`src/rtl/clk_gen_pkg.sv`:
```
// Shared types and constants for the clock-source generation blocks.
package clk_gen_pkg;

  localparam int unsigned GUARD_CNT_W = 8;

  typedef enum logic {
    StRoute,
    StGuard
  } tick_demux_state_e;

endpackage

```
`src/rtl/tick_demux_1_to_2.sv`:
```
// Routes one tick stream to one of two registered outputs, with a break-before-make
// guard interval on every change of destination.
module tick_demux_1_to_2
  import clk_gen_pkg::*;
#(
  parameter int unsigned GUARD_CYCLES = 2
) (
  input  logic clk,
  input  logic rst_n,
  input  logic tick_in,
  input  logic en,
  input  logic sel,
  output logic tick_out0,
  output logic tick_out1,
  output logic active_sel,
  output logic switching,
  output logic switch_done
);

  if (GUARD_CYCLES < 1 || GUARD_CYCLES > 255) begin : g_bad_guard_cycles
    $error("tick_demux_1_to_2: GUARD_CYCLES must be in 1..255");
  end

  localparam logic [GUARD_CNT_W-1:0] CntInit = GUARD_CNT_W'(GUARD_CYCLES - 1);

  tick_demux_state_e      state_q, state_d;
  logic [GUARD_CNT_W-1:0] cnt_q, cnt_d;
  logic                   target_q, target_d;
  logic                   active_q, active_d;
  logic                   out0_q, out0_d;
  logic                   out1_q, out1_d;
  logic                   done_q, done_d;

  always_comb begin
    state_d  = state_q;
    cnt_d    = cnt_q;
    target_d = target_q;
    active_d = active_q;
    out0_d   = 1'b0;
    out1_d   = 1'b0;
    done_d   = 1'b0;
    case (state_q)
      StRoute: begin
        if (sel != active_q) begin
          // The tick sampled on the switching edge is dropped.
          state_d  = StGuard;
          target_d = sel;
          cnt_d    = CntInit;
        end else begin
          out0_d = en & tick_in & ~active_q;
          out1_d = en & tick_in & active_q;
        end
      end
      StGuard: begin
        if (cnt_q == '0) begin
          state_d  = StRoute;
          active_d = target_q;
          done_d   = 1'b1;
        end else begin
          cnt_d = cnt_q - 1'b1;
        end
      end
      default: state_d = StRoute;
    endcase
  end

  always_ff @(posedge clk or negedge rst_n) begin
    if (!rst_n) begin
      state_q  <= StRoute;
      cnt_q    <= '0;
      target_q <= 1'b0;
      active_q <= 1'b0;
      out0_q   <= 1'b0;
      out1_q   <= 1'b0;
      done_q   <= 1'b0;
    end else begin
      state_q  <= state_d;
      cnt_q    <= cnt_d;
      target_q <= target_d;
      active_q <= active_d;
      out0_q   <= out0_d;
      out1_q   <= out1_d;
      done_q   <= done_d;
    end
  end

  assign tick_out0   = out0_q;
  assign tick_out1   = out1_q;
  assign active_sel  = active_q;
  assign switch_done = done_q;
  assign switching   = (state_q == StGuard);

endmodule

```
`config.mk`:
```
export PLATFORM = sky130hd
export DESIGN_NAME = tick_demux_1_to_2
export DESIGN_NICKNAME = d
export VERILOG_FILES = /design/src/rtl/clk_gen_pkg.sv /design/src/rtl/tick_demux_1_to_2.sv
export SDC_FILE = /design/constraint.sdc
export NUM_CORES = 1
export LEC_CHECK = 0
export ABC_AREA = 1
export BUFFER_PORTS_ARGS = -buffer_cell sky130_fd_sc_hd__buf_2
export CAP_MARGIN = 10
export CELL_PAD_IN_SITES_DETAIL_PLACEMENT = 0
export CELL_PAD_IN_SITES_GLOBAL_PLACEMENT = 1
export CORE_ASPECT_RATIO = 1.1
export CORE_MARGIN = 1.5
export CORE_UTILIZATION = 40
export DETAILED_ROUTE_END_ITERATION = 7
export PLACE_DENSITY_LB_ADDON = 0.1
export SETUP_SLACK_MARGIN = 0.4
export SLEW_MARGIN = 30
export SYNTH_ARGS = -nofsm -noshare
export SYNTH_HDL_FRONTEND = slang
export SYNTH_SLANG_ARGS = --single-unit
```
`constraint.sdc`:
```
create_clock -name clk -period 1.64 [get_ports clk]
set_clock_uncertainty 0.15 [all_clocks]
set_input_delay 0.492 -clock clk [delete_from_list [all_inputs] [get_ports clk]]
set_output_delay 0.492 -clock clk [all_outputs]
set_load 0.02 [all_outputs]
```
==> flow_summary.yaml <==
power:
  ir_drop_mv: 1.240
  power-per-cell-area_mw_per_mm2: 2125
  seqPwrFrac_pct: 26.4
  clockPowerShare_pct: 10.7
  p_leak_nw: 0.5398
  sw_frac_of_total_pct: 43.43
  p_int_mw: 1.318
  combPwrFrac_pct: 62.9
  finalPower_mw: 2.330
  p_switching_mw: 1.012
sta:
  period_share_pct: 91.14
  holdWs_ns: 0.2905
  slew_viol_final: 0
  final_hold_viol_count: 0
  rsz0062_at_grt: "yes"
  max_slew_margin_pct: 78.07
  clock.fmax_mhz: 669.1
  min_period_ns: 1.495
  tightest_slew_ns: 0.3289
  fin_tns_setup_ns: 0
  setup_violations: 0
hold_path:
  min-delay-start: "sel"
  hold_path_class: "in2reg"
  hold_end: "tick_out0"
  worstHoldPathCells: 2
critical_path:
  regToRegSetupSlack_ns: 0.19
  rr_endpoint: "cnt_q[5]"
  rr_worst_depth: 8
  r2r-start: "cnt_q[0]"
  crit_path_start_kind: "register"
  max_stage_delay_ns: 0.43
  arrival_ns: 0.85
  cp_max_fo: 2
  cp_data_required_time_ns: 1.00
  crit_chain: "buf_6"
  critPathBufInv: 1
  critical_path_class: "reg2out"
  cp-end-kind: "output port"
  worst_path_max_delay_cell: "dfrtp_2"
  worstSetupStartpoint: "active_sel"
  crit_family: "flip-flops"
final_layout:
  diodes: 0
  fin_nets: 127
  finalNonFillerCells: 137
  fill_cells: 170
  synthToLayoutAreaGrowth_pct: 48.47
  drive_gt1_share_pct: 46.22
placement:
  gp_congestion: 0.8037
  dp.cells: 116
  place_hpwl_um: 1146
  portBuffers: 9
drt:
  drt-initial-drc-count: 12
  antenna_left: 0
  drtPass1Iterations: 4
  wl_um: 1767
  wl_per_cell_um: 12.90
  drc_errors: 0
  vias_per_cell: 5.044
  vias: 691
clock_tree:
  cts_tree: "done"
  clock_path_buffers: 2
  clk_latency_ns: 0.28
  cts.sinks: 14
  clk_pin_slew_ns: 0.08
  clockRootBuffer: "clkbuf_4"
  cts_max_level: 1
  cts_buffers: 3
global_routing:
  antenna_found_initial: 0
  grt_pass1_vias: 603
  grt_pass1_wl_um: 2697
  grt_use_met1_pct: 22.40
  grt_max_degree: 15
  gr-total-overflow: 0
  grtUsageMet3_pct: 3.774
  globalRouteMet2Util_pct: 30.29
  gr-usage-all-layers_pct: 18.26
  busiest_layer: "met2"
logic_synthesis:
  ys_ff_latch: 14
  synthSimpleGateAreaFrac_pct: 30.00
  yosys_warnings: 0
  synthTopCellsByCount: "nand2_1, dfrtp_1, nor2_1, inv_1, nand3_1"
  synthMuxAreaShare_pct: 0
  synth_top_area_cell: "dfrtp_1"
  netlist.area_leader.share_pct: 47.46
  synth_area_leaders: "dfrtp_1, nand2_1, nor2_1, inv_1, xor2_1"
  synth_compound_area_share_pct: 8.305
  ys.flop_type: "dfrtp_1"
  synth_cell_types: 20
  synth_nets: 96
  synth.avg_cell_area_um2: 8.294
  yosysMostFrequentCell: "nand2_1"
  synthArstFlopShare_pct: 100.0
  synth_fa_ha_area_share_pct: 3.390
  syn_inst: 89
  netlist_area_um2: 738.2
  synth_top_family_by_area: "simple AND/OR/NAND/NOR gates"
  seq_area_frac_synth_pct: 47.46
  synth-xor-area-share_pct: 4.746
  synth_enable_flop_cells: 0
run_status:
  outcome: "finished, final reports clean"
die:
  die_w_um: 43.96
  die_height_um: 48.06
  start_util_pct: 41.90
  io_pins: 10
  dieArea_mm2: 0.002113
  design.core.area_mm2: 0.001762
  num_rows: 16
run:
  max_cap_viol_count: 0
==> area by class of cell <==
cell class	instances	area [µm²]	area share, %
multi-input cells	63	416.7	38.01
repair buffers	26	217.7	19.86
clock buffers	4	36.28	3.311
inverters	12	47.55	4.338
well taps	18	22.52	2.055
flip-flops and latches	14	355.3	32.42
==> routing by layer <==
layer	vias up	wire [µm]
met5	-	0
met4	0	46
met3	7	44
met2	15	867
met1	326	809
li1	343	-
==> cells by family (layout without fill, tap and decap cells) <==
logic type,Yosys count,count (layout)
and+or+nand+nor,48,48
adders and majority gates,2,2
DFF,14,14
xor gates and xnor gates,4,4
AOI/OAI and AO/OA,9,9
buffers and inverters,12,42
==> repair_timing <==
item | CTS | global route
endpoints found under the hold margin | 14 | 0
hold buffers | 1 | 0
resized for setup | 16 | 8
endpoints found under the setup margin | 15 | 16
pin swaps | 3 | 9
buffers inserted | 10 | 6
==> flip-flops by register name, indices dropped and copies added (netlist names) <==
signal,flops
tick_out1,1
active_sel,1
cnt_q,8
target_q,1
switch_done,1
switching,1
tick_out0,1
==> how the worst max path moves through the flow <==
stage,to,cells past startpoint
floorplan,cnt_q[0],6
global placement,cnt_q[5],7
detailed placement,cnt_q[0],6
CTS,switching,1
global route,cnt_q[3],8
finish,active_sel,1
==> power groups by stage <==
| stage | logic (mW) | registers [mW] | clock network [mW] |
|---|---|---|---|
| finish | 1.47 | 0.615 | 0.249 |
| floorplan | 0.729 | 0.653 | 0 |
| detailed placement | 0.946 | 0.647 | 0 |
| CTS | 1.26 | 0.614 | 0.254 |
| global placement | 0.967 | 0.643 | 0 |
| global route | 1.59 | 0.632 | 0.271 |
==> metrics by stage <==
step           utilization (%)  setup slack (ns)  cell area, µm²
2_1_floorplan                -            0.3424           778.2
3_3_place_gp             48.01           0.06560           845.8
3_5_place_dp             48.01            0.1383           845.8
4_1_cts                  57.67            0.1455            1016
5_1_grt                  62.22            0.1126            1096
6_report                 62.22            0.1454            1096
==> placed cells by master, fill, tap and decap left out <==
cell type      instances
a21oi_2                1
buf_2                  4
buf_4                 13
buf_6                  8
clkbuf_4               3
clkbuf_8               1
dfrtp_1               10
dfrtp_2                4
dlygate4sd3_1          1
ha_2                   1
ha_4                   1
inv_1                  8
inv_2                  3
inv_4                  1
nand2_1               19
nand2_2                2
nand2_4                3
nand3_1                5
nand4_1                1
nor2_1                 9
nor2_2                 2
nor2_4                 4
nor3_1                 2
nor4_1                 1
o21ai_1                4
o21ai_4                1
o21bai_1               1
o22ai_2                2
xnor2_1                1
xor2_1                 2
xor2_2                 1
No activity file was read; power rests on OpenSTA's default activity.
